[config.mk]
export PLATFORM = sky130hd
export DESIGN_NAME = mast_flat
export DESIGN_NICKNAME = d
export VERILOG_FILES = /design/src/rtl/mast_pkg.sv /design/src/rtl/mast_if.sv /design/src/rtl/mast.sv /design/src/flat_wrapper.sv
export SDC_FILE = /design/constraint.sdc
export NUM_CORES = 1
export LEC_CHECK = 0
export CAP_MARGIN = 20
export CORE_ASPECT_RATIO = 0.75
export CORE_MARGIN = 4
export CORE_UTILIZATION = 42
export CTS_CLUSTER_SIZE = 12
export DETAILED_ROUTE_END_ITERATION = 7
export PLACE_DENSITY = 0.84
export SLEW_MARGIN = 25
export SYNTH_ARGS = -nofsm -noshare
export SYNTH_HDL_FRONTEND = slang
export SYNTH_SLANG_ARGS = --single-unit
[constraint.sdc]
create_clock -name hclk -period 3.1 [get_ports hclk]
set_input_delay 0.465 -clock hclk [delete_from_list [all_inputs] [get_ports hclk]]
set_output_delay 0.465 -clock hclk [all_outputs]
set_load 0.005 [all_outputs]
[src/rtl/mast_pkg.sv]
// Shared AHB-Lite encodings used by the mast bus master and its bench.
package mast_pkg;

  typedef enum logic [1:0] {
    IDLE   = 2'b00,
    BUSY   = 2'b01,
    NONSEQ = 2'b10,
    SEQ    = 2'b11
  } htrans_t;

  localparam logic [2:0] HBURST_SINGLE = 3'b000;
  localparam logic [2:0] HBURST_INCR   = 3'b001;

  localparam logic [2:0] HSIZE_BYTE = 3'd0;
  localparam logic [2:0] HSIZE_HALF = 3'd1;
  localparam logic [2:0] HSIZE_WORD = 3'd2;

  // Incrementing address step; hsize is deliberately not clamped.
  function automatic logic [31:0] incr_addr(input logic [31:0] addr, input logic [2:0] size);
    return addr + (32'd1 << size);
  endfunction

endpackage

[src/rtl/mast_if.sv]
// Local request side plus AHB-Lite master signals, grouped for the mast block.
interface mast_if;
  import mast_pkg::*;

  logic        start;
  logic        burst;
  logic        data_ready;
  logic        hwrite_in;
  logic [31:0] haddrin;
  logic [31:0] hwdatain;
  logic [2:0]  hsize_in;
  logic [1:0]  offset_in;
  logic        hready;
  logic        hresp;
  logic [31:0] hrdata;

  logic [31:0] haddr;
  logic        hwrite;
  logic [2:0]  hsize;
  logic [2:0]  hburst;
  logic [1:0]  htrans;
  logic [1:0]  offset;
  logic [31:0] hwdata;
  logic [31:0] hrdata_out;

  modport master (
    input  start, burst, data_ready, hwrite_in, haddrin, hwdatain, hsize_in, offset_in,
    input  hready, hresp, hrdata,
    output haddr, hwrite, hsize, hburst, htrans, offset, hwdata, hrdata_out
  );

  modport slave (
    output start, burst, data_ready, hwrite_in, haddrin, hwdatain, hsize_in, offset_in,
    output hready, hresp, hrdata,
    input  haddr, hwrite, hsize, hburst, htrans, offset, hwdata, hrdata_out
  );
endinterface

[src/rtl/mast.sv]
// AHB-Lite master: turns start/burst/data_ready requests into pipelined
// address and data phases with SINGLE/INCR bursts, BUSY, wait states and ERROR.
module mast
  import mast_pkg::*;
(
  input  logic   hclk,
  input  logic   hresetn,
  mast_if.master bus
);

  localparam logic [1:0] S_IDLE   = 2'(IDLE);
  localparam logic [1:0] S_BUSY   = 2'(BUSY);
  localparam logic [1:0] S_NONSEQ = 2'(NONSEQ);
  localparam logic [1:0] S_SEQ    = 2'(SEQ);

  logic [1:0]  r_state;
  logic [31:0] r_haddr;
  logic        r_hwrite;
  logic [2:0]  r_hsize;
  logic [2:0]  r_hburst;
  logic [1:0]  r_offset;
  logic [31:0] r_hwdata;
  logic [31:0] r_hrdata;
  logic        r_rd_pend;

  logic [1:0]  w_nxt;
  logic        w_latch;
  logic        w_incr;
  logic        w_new;
  logic        w_cont;
  logic        w_beat;

  assign w_new  = bus.start & bus.data_ready;
  assign w_cont = bus.start & bus.burst;
  // NONSEQ and SEQ are the only encodings with bit 1 set.
  assign w_beat = r_state[1];

  always_comb begin
    w_nxt   = r_state;
    w_latch = 1'b0;
    w_incr  = 1'b0;
    case (r_state)
      S_IDLE: begin
        if (w_new) begin
          w_nxt   = S_NONSEQ;
          w_latch = 1'b1;
        end
      end
      S_NONSEQ, S_SEQ: begin
        if (w_cont) begin
          if (bus.data_ready) begin
            w_nxt  = S_SEQ;
            w_incr = 1'b1;
          end else begin
            w_nxt = S_BUSY;
          end
        end else if (w_new) begin
          w_nxt   = S_NONSEQ;
          w_latch = 1'b1;
        end else begin
          w_nxt = S_IDLE;
        end
      end
      S_BUSY: begin
        if (w_cont) begin
          if (bus.data_ready) begin
            w_nxt  = S_SEQ;
            w_incr = 1'b1;
          end
        end else begin
          w_nxt = S_IDLE;
        end
      end
    endcase
  end

  // Address phase: frozen while hready is low, except the first ERROR cycle forces IDLE.
  always_ff @(posedge hclk) begin
    if (hresetn) begin
      r_state  <= S_IDLE;
      r_haddr  <= '0;
      r_hwrite <= 1'b0;
      r_hsize  <= '0;
      r_hburst <= HBURST_SINGLE;
      r_offset <= '0;
    end else if (bus.hresp && !bus.hready) begin
      r_state <= S_IDLE;
    end else if (bus.hready) begin
      r_state <= w_nxt;
      if (w_latch) begin
        r_haddr  <= bus.haddrin;
        r_hwrite <= bus.hwrite_in;
        r_hsize  <= bus.hsize_in;
        r_offset <= bus.offset_in;
        r_hburst <= bus.burst ? HBURST_INCR : HBURST_SINGLE;
      end else if (w_incr) begin
        r_haddr <= incr_addr(r_haddr, r_hsize);
      end
    end
  end

  // Data phase: follows each accepted NONSEQ/SEQ address by one hready cycle.
  always_ff @(posedge hclk) begin
    if (hresetn) begin
      r_hwdata  <= '0;
      r_hrdata  <= '0;
      r_rd_pend <= 1'b0;
    end else if (bus.hready) begin
      if (w_beat && r_hwrite) r_hwdata <= bus.hwdatain;
      if (r_rd_pend && !bus.hresp) r_hrdata <= bus.hrdata;
      r_rd_pend <= w_beat & ~r_hwrite;
    end
  end

  assign bus.haddr      = r_haddr;
  assign bus.hwrite     = r_hwrite;
  assign bus.hsize      = r_hsize;
  assign bus.hburst     = r_hburst;
  assign bus.htrans     = r_state;
  assign bus.offset     = r_offset;
  assign bus.hwdata     = r_hwdata;
  assign bus.hrdata_out = r_hrdata;

endmodule

[src/flat_wrapper.sv]
// flat-port wrapper written by rule: the top's interface ports become plain ports
module mast_flat import mast_pkg::*;
  (hclk, hresetn, bus_start, bus_burst, bus_data_ready, bus_hwrite_in, bus_haddrin, bus_hwdatain, bus_hsize_in, bus_offset_in, bus_hready, bus_hresp, bus_hrdata, bus_haddr, bus_hwrite, bus_hsize, bus_hburst, bus_htrans, bus_offset, bus_hwdata, bus_hrdata_out);
  mast_if bus_i ();
  input  logic hclk;
  input  logic hresetn;
  input wire logic [$bits(bus_i.start)-1:0] bus_start;
  input wire logic [$bits(bus_i.burst)-1:0] bus_burst;
  input wire logic [$bits(bus_i.data_ready)-1:0] bus_data_ready;
  input wire logic [$bits(bus_i.hwrite_in)-1:0] bus_hwrite_in;
  input wire logic [$bits(bus_i.haddrin)-1:0] bus_haddrin;
  input wire logic [$bits(bus_i.hwdatain)-1:0] bus_hwdatain;
  input wire logic [$bits(bus_i.hsize_in)-1:0] bus_hsize_in;
  input wire logic [$bits(bus_i.offset_in)-1:0] bus_offset_in;
  input wire logic [$bits(bus_i.hready)-1:0] bus_hready;
  input wire logic [$bits(bus_i.hresp)-1:0] bus_hresp;
  input wire logic [$bits(bus_i.hrdata)-1:0] bus_hrdata;
  output wire logic [$bits(bus_i.haddr)-1:0] bus_haddr;
  output wire logic [$bits(bus_i.hwrite)-1:0] bus_hwrite;
  output wire logic [$bits(bus_i.hsize)-1:0] bus_hsize;
  output wire logic [$bits(bus_i.hburst)-1:0] bus_hburst;
  output wire logic [$bits(bus_i.htrans)-1:0] bus_htrans;
  output wire logic [$bits(bus_i.offset)-1:0] bus_offset;
  output wire logic [$bits(bus_i.hwdata)-1:0] bus_hwdata;
  output wire logic [$bits(bus_i.hrdata_out)-1:0] bus_hrdata_out;
  assign bus_i.start = bus_start;
  assign bus_i.burst = bus_burst;
  assign bus_i.data_ready = bus_data_ready;
  assign bus_i.hwrite_in = bus_hwrite_in;
  assign bus_i.haddrin = bus_haddrin;
  assign bus_i.hwdatain = bus_hwdatain;
  assign bus_i.hsize_in = bus_hsize_in;
  assign bus_i.offset_in = bus_offset_in;
  assign bus_i.hready = bus_hready;
  assign bus_i.hresp = bus_hresp;
  assign bus_i.hrdata = bus_hrdata;
  assign bus_haddr = bus_i.haddr;
  assign bus_hwrite = bus_i.hwrite;
  assign bus_hsize = bus_i.hsize;
  assign bus_hburst = bus_i.hburst;
  assign bus_htrans = bus_i.htrans;
  assign bus_offset = bus_i.offset;
  assign bus_hwdata = bus_i.hwdata;
  assign bus_hrdata_out = bus_i.hrdata_out;
  mast u_core (.hclk(hclk), .hresetn(hresetn), .bus(bus_i));
endmodule
# Word level (Yosys, flattened, before mapping)
# Cells that the tools add are included.
dict set report totals {
  inputBits 109
  regBits 108
  elab_cells 52
  output_inout_bits 107
}
dict set report op_classes {
  bitwise_logic 5
  add_sub_neg 1
  n_mux 16
  eq_ne 5
  n_shift 1
  reduce_logical 15
}
# op n
set op_table {}
lappend op_table {{two-way mux 32 bit} 2}
lappend op_table {{adder 32 bit} 1}
lappend op_table {{<< shifter 1 x 3 -> 32 bit, first input constant} 1}
lappend op_table {{two-way mux 2 bit} 6}
lappend op_table {{AND reduction 3 bit} 3}
lappend op_table {{two-way mux 1 bit} 6}
lappend op_table {{one-hot mux 2 bit (3 select lines)} 1}
lappend op_table {{equality test 2 bit, second input constant} 2}
lappend op_table {{AND reduction 2 bit} 2}
lappend op_table {{OR reduction 2 bit} 2}
lappend op_table {{bitwise AND 1 bit} 3}
lappend op_table {{logical AND 1 bit} 3}
lappend op_table {{!= test 3 bit, second input constant} 1}
lappend op_table {{OR reduction 3 bit} 1}
lappend op_table {{equality test 2 x 1 -> 1 bit, second input constant} 1}
lappend op_table {{logical NOT 1 bit} 2}
lappend op_table {{logical NOT 2 bit} 1}
lappend op_table {{!= test 2 x 1 -> 1 bit, second input constant} 1}
lappend op_table {{inverter 1 bit} 2}
lappend op_table {{one-hot mux 1 bit (2 select lines)} 1}
lappend op_table {{nonzero test 2 bit} 1}

# Longest topological paths before layout
dict set report logic_depth {
  depth_word 6
  mapped_depth 11
  mapped_depth_nobuf 9
}

# Worst setup path before layout
# Ideal clock, no wire load.
dict set report synth_path {
  kind {register to register}
  from {reg u_core.r_hsize[2], in the netlist u_core.bus.hsize[2]}
  to {reg u_core.r_haddr[12], in the netlist u_core.bus.haddr[12]}
  path_buffers 1
  stages_incl_launch_ff 11
  required_time_ps 2972
  arrival_time_ps 2415
  path_slack_ps 557
  path_cell_list {dfxtp_1 > clkbuf_1 > nor3_1 > ha_1 > fa_1 > a21o_1 > a221oi_4 > a211oi_4 > a22o_1 > a22oi_1 > nor2_1}
}
dict set report synth_between {
  elab_chain_cells 4
}
# item line_no
set synth_rtl {}
lappend synth_rtl {{start: declaration} mast.sv:19} ;# logic [2:0] r_hsize;
lappend synth_rtl {{start signal: assignment} mast.sv:93} ;# r_hsize <= bus.hsize_in;
lappend synth_rtl {{<< shifter 1 x 3 -> 32 bit} mast_pkg.sv:20} ;# return addr + (32'd1 << size);
lappend synth_rtl {{adder 32 bit} mast_pkg.sv:20}
lappend synth_rtl {{two-way mux 32 bit} mast.sv:96} ;# end else if (w_incr) begin
lappend synth_rtl {{two-way mux 32 bit} mast.sv:90} ;# if (w_latch) begin
lappend synth_rtl {{end signal: assignment} mast.sv:91} ;# r_haddr <= bus.haddrin;
lappend synth_rtl {{end signal: assignment} mast.sv:97} ;# r_haddr <= incr_addr(r_haddr, r_hsize);
lappend synth_rtl {{end: declaration} mast.sv:17} ;# logic [31:0] r_haddr;
# Every way passes these cells. The select of a mux whose other input is x is not followed.
# A chain may end at the register's enable or synchronous reset.

# Worst setup path in the final report
dict set report layout_path {
  from {reg u_core.r_hsize[2], in the netlist u_core.bus.hsize[2]}
  to {reg u_core.r_haddr[23], in the netlist u_core.bus.haddr[23]}
}
# The elaborated chain is that of the path after synthesis.

==> results.py <==
metrics = {
    "floorplan": {
        "coreArea_um2": 11190,
        "io_pins": 216,
        "dieArea_um2": 13530,
        "initial_utilization_pct": 43.99,
        "die_h_um": 101.8,
        "rows": 33,
        "die_x_um": 133.0,
    },
    "pwr": {
        "p_leak_nw": 2.521,
        "p_per_area_nw_per_um2": 394.9,
        "irDropWorstVdd_v": 0.0002989,
    },
    "clocking": {
        "cts_max_path_buffers": 2,
        "hold_buffers": 0,
        "clkSinkCount": 106,
        "cts-buffers-inserted": 9,
        "cts_setup_buffers": 0,
        "cts_resized": 0,
        "cts_root_buf": "clkbuf_16",
        "htree_levels": 3,
        "clk_pin_slew_worst_paths_ns": 0.07,
        "clk_latency_ns": 0.35,
        "cts_tree": "yes",
    },
    "placed_design": {
        "dp_worst_setup_slack_ns": 0.3832,
        "numPortBuffers": 213,
        "dp_hpwl_um": 12340,
        "place_congestion": 0.9623,
        "dpl.cell_count": 978,
    },
    "timing": {
        "clock_skew_ns": 0.01066,
        "post-route-min-period_ns": 2.819,
        "slew_headroom_pct": 51.18,
        "finalSetupTns_ns": 0,
        "setup_viol": 0,
        "rsz0062_at_grt": "false",
        "fin_ws_ns": 0.2810,
        "slew_violations": 0,
        "tightest_slew_ns": 0.7305,
        "finalHoldViolCount": 0,
        "fin_crit_sh_pct": 90.93,
        "fmax_ghz": 0.3547,
    },
    "detailed_routing": {
        "drc_errors": 0,
        "drt-pass1-iter-count": 5,
        "drt_iter0_drc": 345,
        "ant_nets": 0,
        "routedWlPerCell_um": 16.91,
        "via_per_inst": 5.439,
        "num_vias": 5406,
        "wl_um": 16810,
    },
    "synth": {
        "synth_cell_types": 62,
        "synth_top_cell_area_share_pct": 43.11,
        "seq_area_frac_synth_pct": 43.11,
        "ys_seq_elements": 106,
        "yosys_warnings": 0,
        "synth_top_area_cell": "dfxtp_1",
        "async_flop_share_pct": 0,
        "syn-cell-area_um2": 4922,
        "synth.area.top_cells": "dfxtp_1, nand2_1, a21oi_1",
        "synth_edf_count": 0,
        "syn_inst": 642,
        "synth.avg_cell_area_um2": 7.667,
        "synth_ff_type": "dfxtp_1",
    },
    "global_routing": {
        "gr-total-overflow": 0,
        "grt_max_degree": 55,
        "first_global_vias": 5278,
        "track_usage_pct": 23.88,
        "grt_pass1_wl_um": 26230,
        "grt_antenna_before_repair": 0,
    },
    "setup_path": {
        "r2r-start": "u_core.bus.hsize[2]$_SDFFE_PP0P_",
        "reg2reg_to": "u_core.bus.haddr[23]$_SDFFE_PP0P_",
        "endpoint_kind": "flop",
        "startpoint_type": "flop",
        "crit_path_start": "u_core.bus.hsize[2]$_SDFFE_PP0P_",
        "ff2ff_path_depth": 8,
        "critical_path_class": "reg2reg",
        "r2r_setup_slack_ns": 0.28,
        "cp_data_arrival_time_ns": 3.04,
        "cp.required_ns": 3.32,
        "critPathMaxFanout": 10,
    },
    "min_path": {
        "min_path_type": "reg2reg",
        "whs_path_depth": 2,
        "worstHoldStart": "u_core.bus.hrdata_out[24]$_SDFFE_PP0P_",
        "min_to": "u_core.bus.hrdata_out[24]$_SDFFE_PP0P_",
    },
    "layout": {
        "nNetsFinal": 950,
        "layout_commonest_cell": "clkdlybuf4s50_1",
        "stdcell_count": 994,
        "area_growth_pct": 52.31,
        "drive_gt1_share_pct": 5.137,
        "final_cell_mix": "clkdlybuf4s50_1, nand2_1, dfxtp_1",
        "fin_util_pct": 67.00,
        "fillers": 924,
        "n_antenna_cell": 0,
    },
    "run": {
        "cap_viol_max_count": 0,
    },
    "outcome": {
        "status": "completed",
    },
}
[power by group]
| group | internal (mW) | leakage (nW) | switching, mW |
|---|---|---|---|
| clock | 0.717 | 0.158 | 0.531 |
| combinational | 0.188 | 1.51 | 0.121 |
| sequential | 1.38 | 0.856 | 0.0252 |
| total | 2.28 | 2.52 | 0.677 |
[critical path: stages (launching register included)]
cell and delay (ns):
dfxtp_1 0.48, and3b_1 0.22, ha_1 0.34, o211ai_1 0.14
nor3_1 0.39, o2111a_1 0.44, nand2_1 0.19, o41ai_1 0.41
a21oi_1 0.09
[state kept, by name (all words and copies together) (netlist names)]
signal,flops
u_core.r_rd_pend,1
u_core.bus.hwrite,1
u_core.bus.haddr,32
u_core.bus.hwdata,32
u_core.bus.offset,2
u_core.bus.hsize,3
u_core.bus.hburst,1
u_core.bus.htrans,2
u_core.bus.hrdata_out,32
[routing by layer]
metal  part of all wire (%)  wire length (um)  track usage, %  vias to the layer above
li1                       -                 -               -                     2625
met1                     42              7141           29.52                     2499
met2                     47              7852           40.37                      258
met3                    9.6              1615           7.498                       24
met4                    1.2               196           7.268                        0
met5                      0                 0               0                        -
[layout make-up]
class                   count  area [um^2]  share of cell area, %
inverters                   3        11.26                 0.1502
repair buffers            225         2232                  29.77
clock buffers               9        225.2                  3.004
clock inverters             7        101.3                  1.352
well taps                 157        196.4                  2.620
flip-flops and latches    106         2122                  28.30
multi-input cells         487         2609                  34.80
[synthesized netlist by cell type, drive strengths merged, types with 2 or more instances]
master and number:
a21o 6, inv 3, a211oi 4, a41oi 3, a22oi 8, or2 2
o21ai 16, nand3 26, ha 8, a21oi 95, o211ai 6, nand2b 3
nand2 179, a21boi 2, nand4 12, dfxtp 106, a31oi 14, a311oi 4
buf 7, a2111oi 2, nand3b 2, nor4 3, a221oi 2, nor3b 3
nor2 30, and3b 2, o221ai 2, or3 7, xnor2 6, and3 10
nor3 9, mux2i 2, and2 2, clkbuf 40
[metrics by stage]
step	instance area, um^2	total power, mW	hold slack (ns)
6_report	7497	2.960	0.4522
5_1_grt	7497	3.056	0.4722
4_1_cts	7497	2.979	0.4555
3_5_place_dp	7171	1.740	0.4469
3_3_place_gp	7171	1.736	0.4411
2_1_floorplan	4926	1.531	0.4463
[cell families after synthesis]
kind of cell,share of synthesized area (%)
buf+inv,4.067
mux,0.4067
simple gates,26.36
flops,43.11
fa+ha+maj,2.440
other cells,0.07619
compound gates,22.47
xor+xnor,1.068
[worst max-delay path by stage]
stage,endpoint,slack [ns],cells past startpoint
2_1_floorplan,u_core.bus.haddr[12]$_SDFFE_PP0P_,0.56,10
3_3_place_gp,u_core.bus.haddr[29]$_SDFFE_PP0P_,0.48,8
3_5_place_dp,u_core.bus.haddr[18]$_SDFFE_PP0P_,0.38,9
4_1_cts,u_core.bus.haddr[18]$_SDFFE_PP0P_,0.37,9
5_1_grt,u_core.bus.haddr[29]$_SDFFE_PP0P_,0.16,8
6_report,u_core.bus.haddr[23]$_SDFFE_PP0P_,0.28,8
Note: power is estimated with default switching activity, not from simulation.
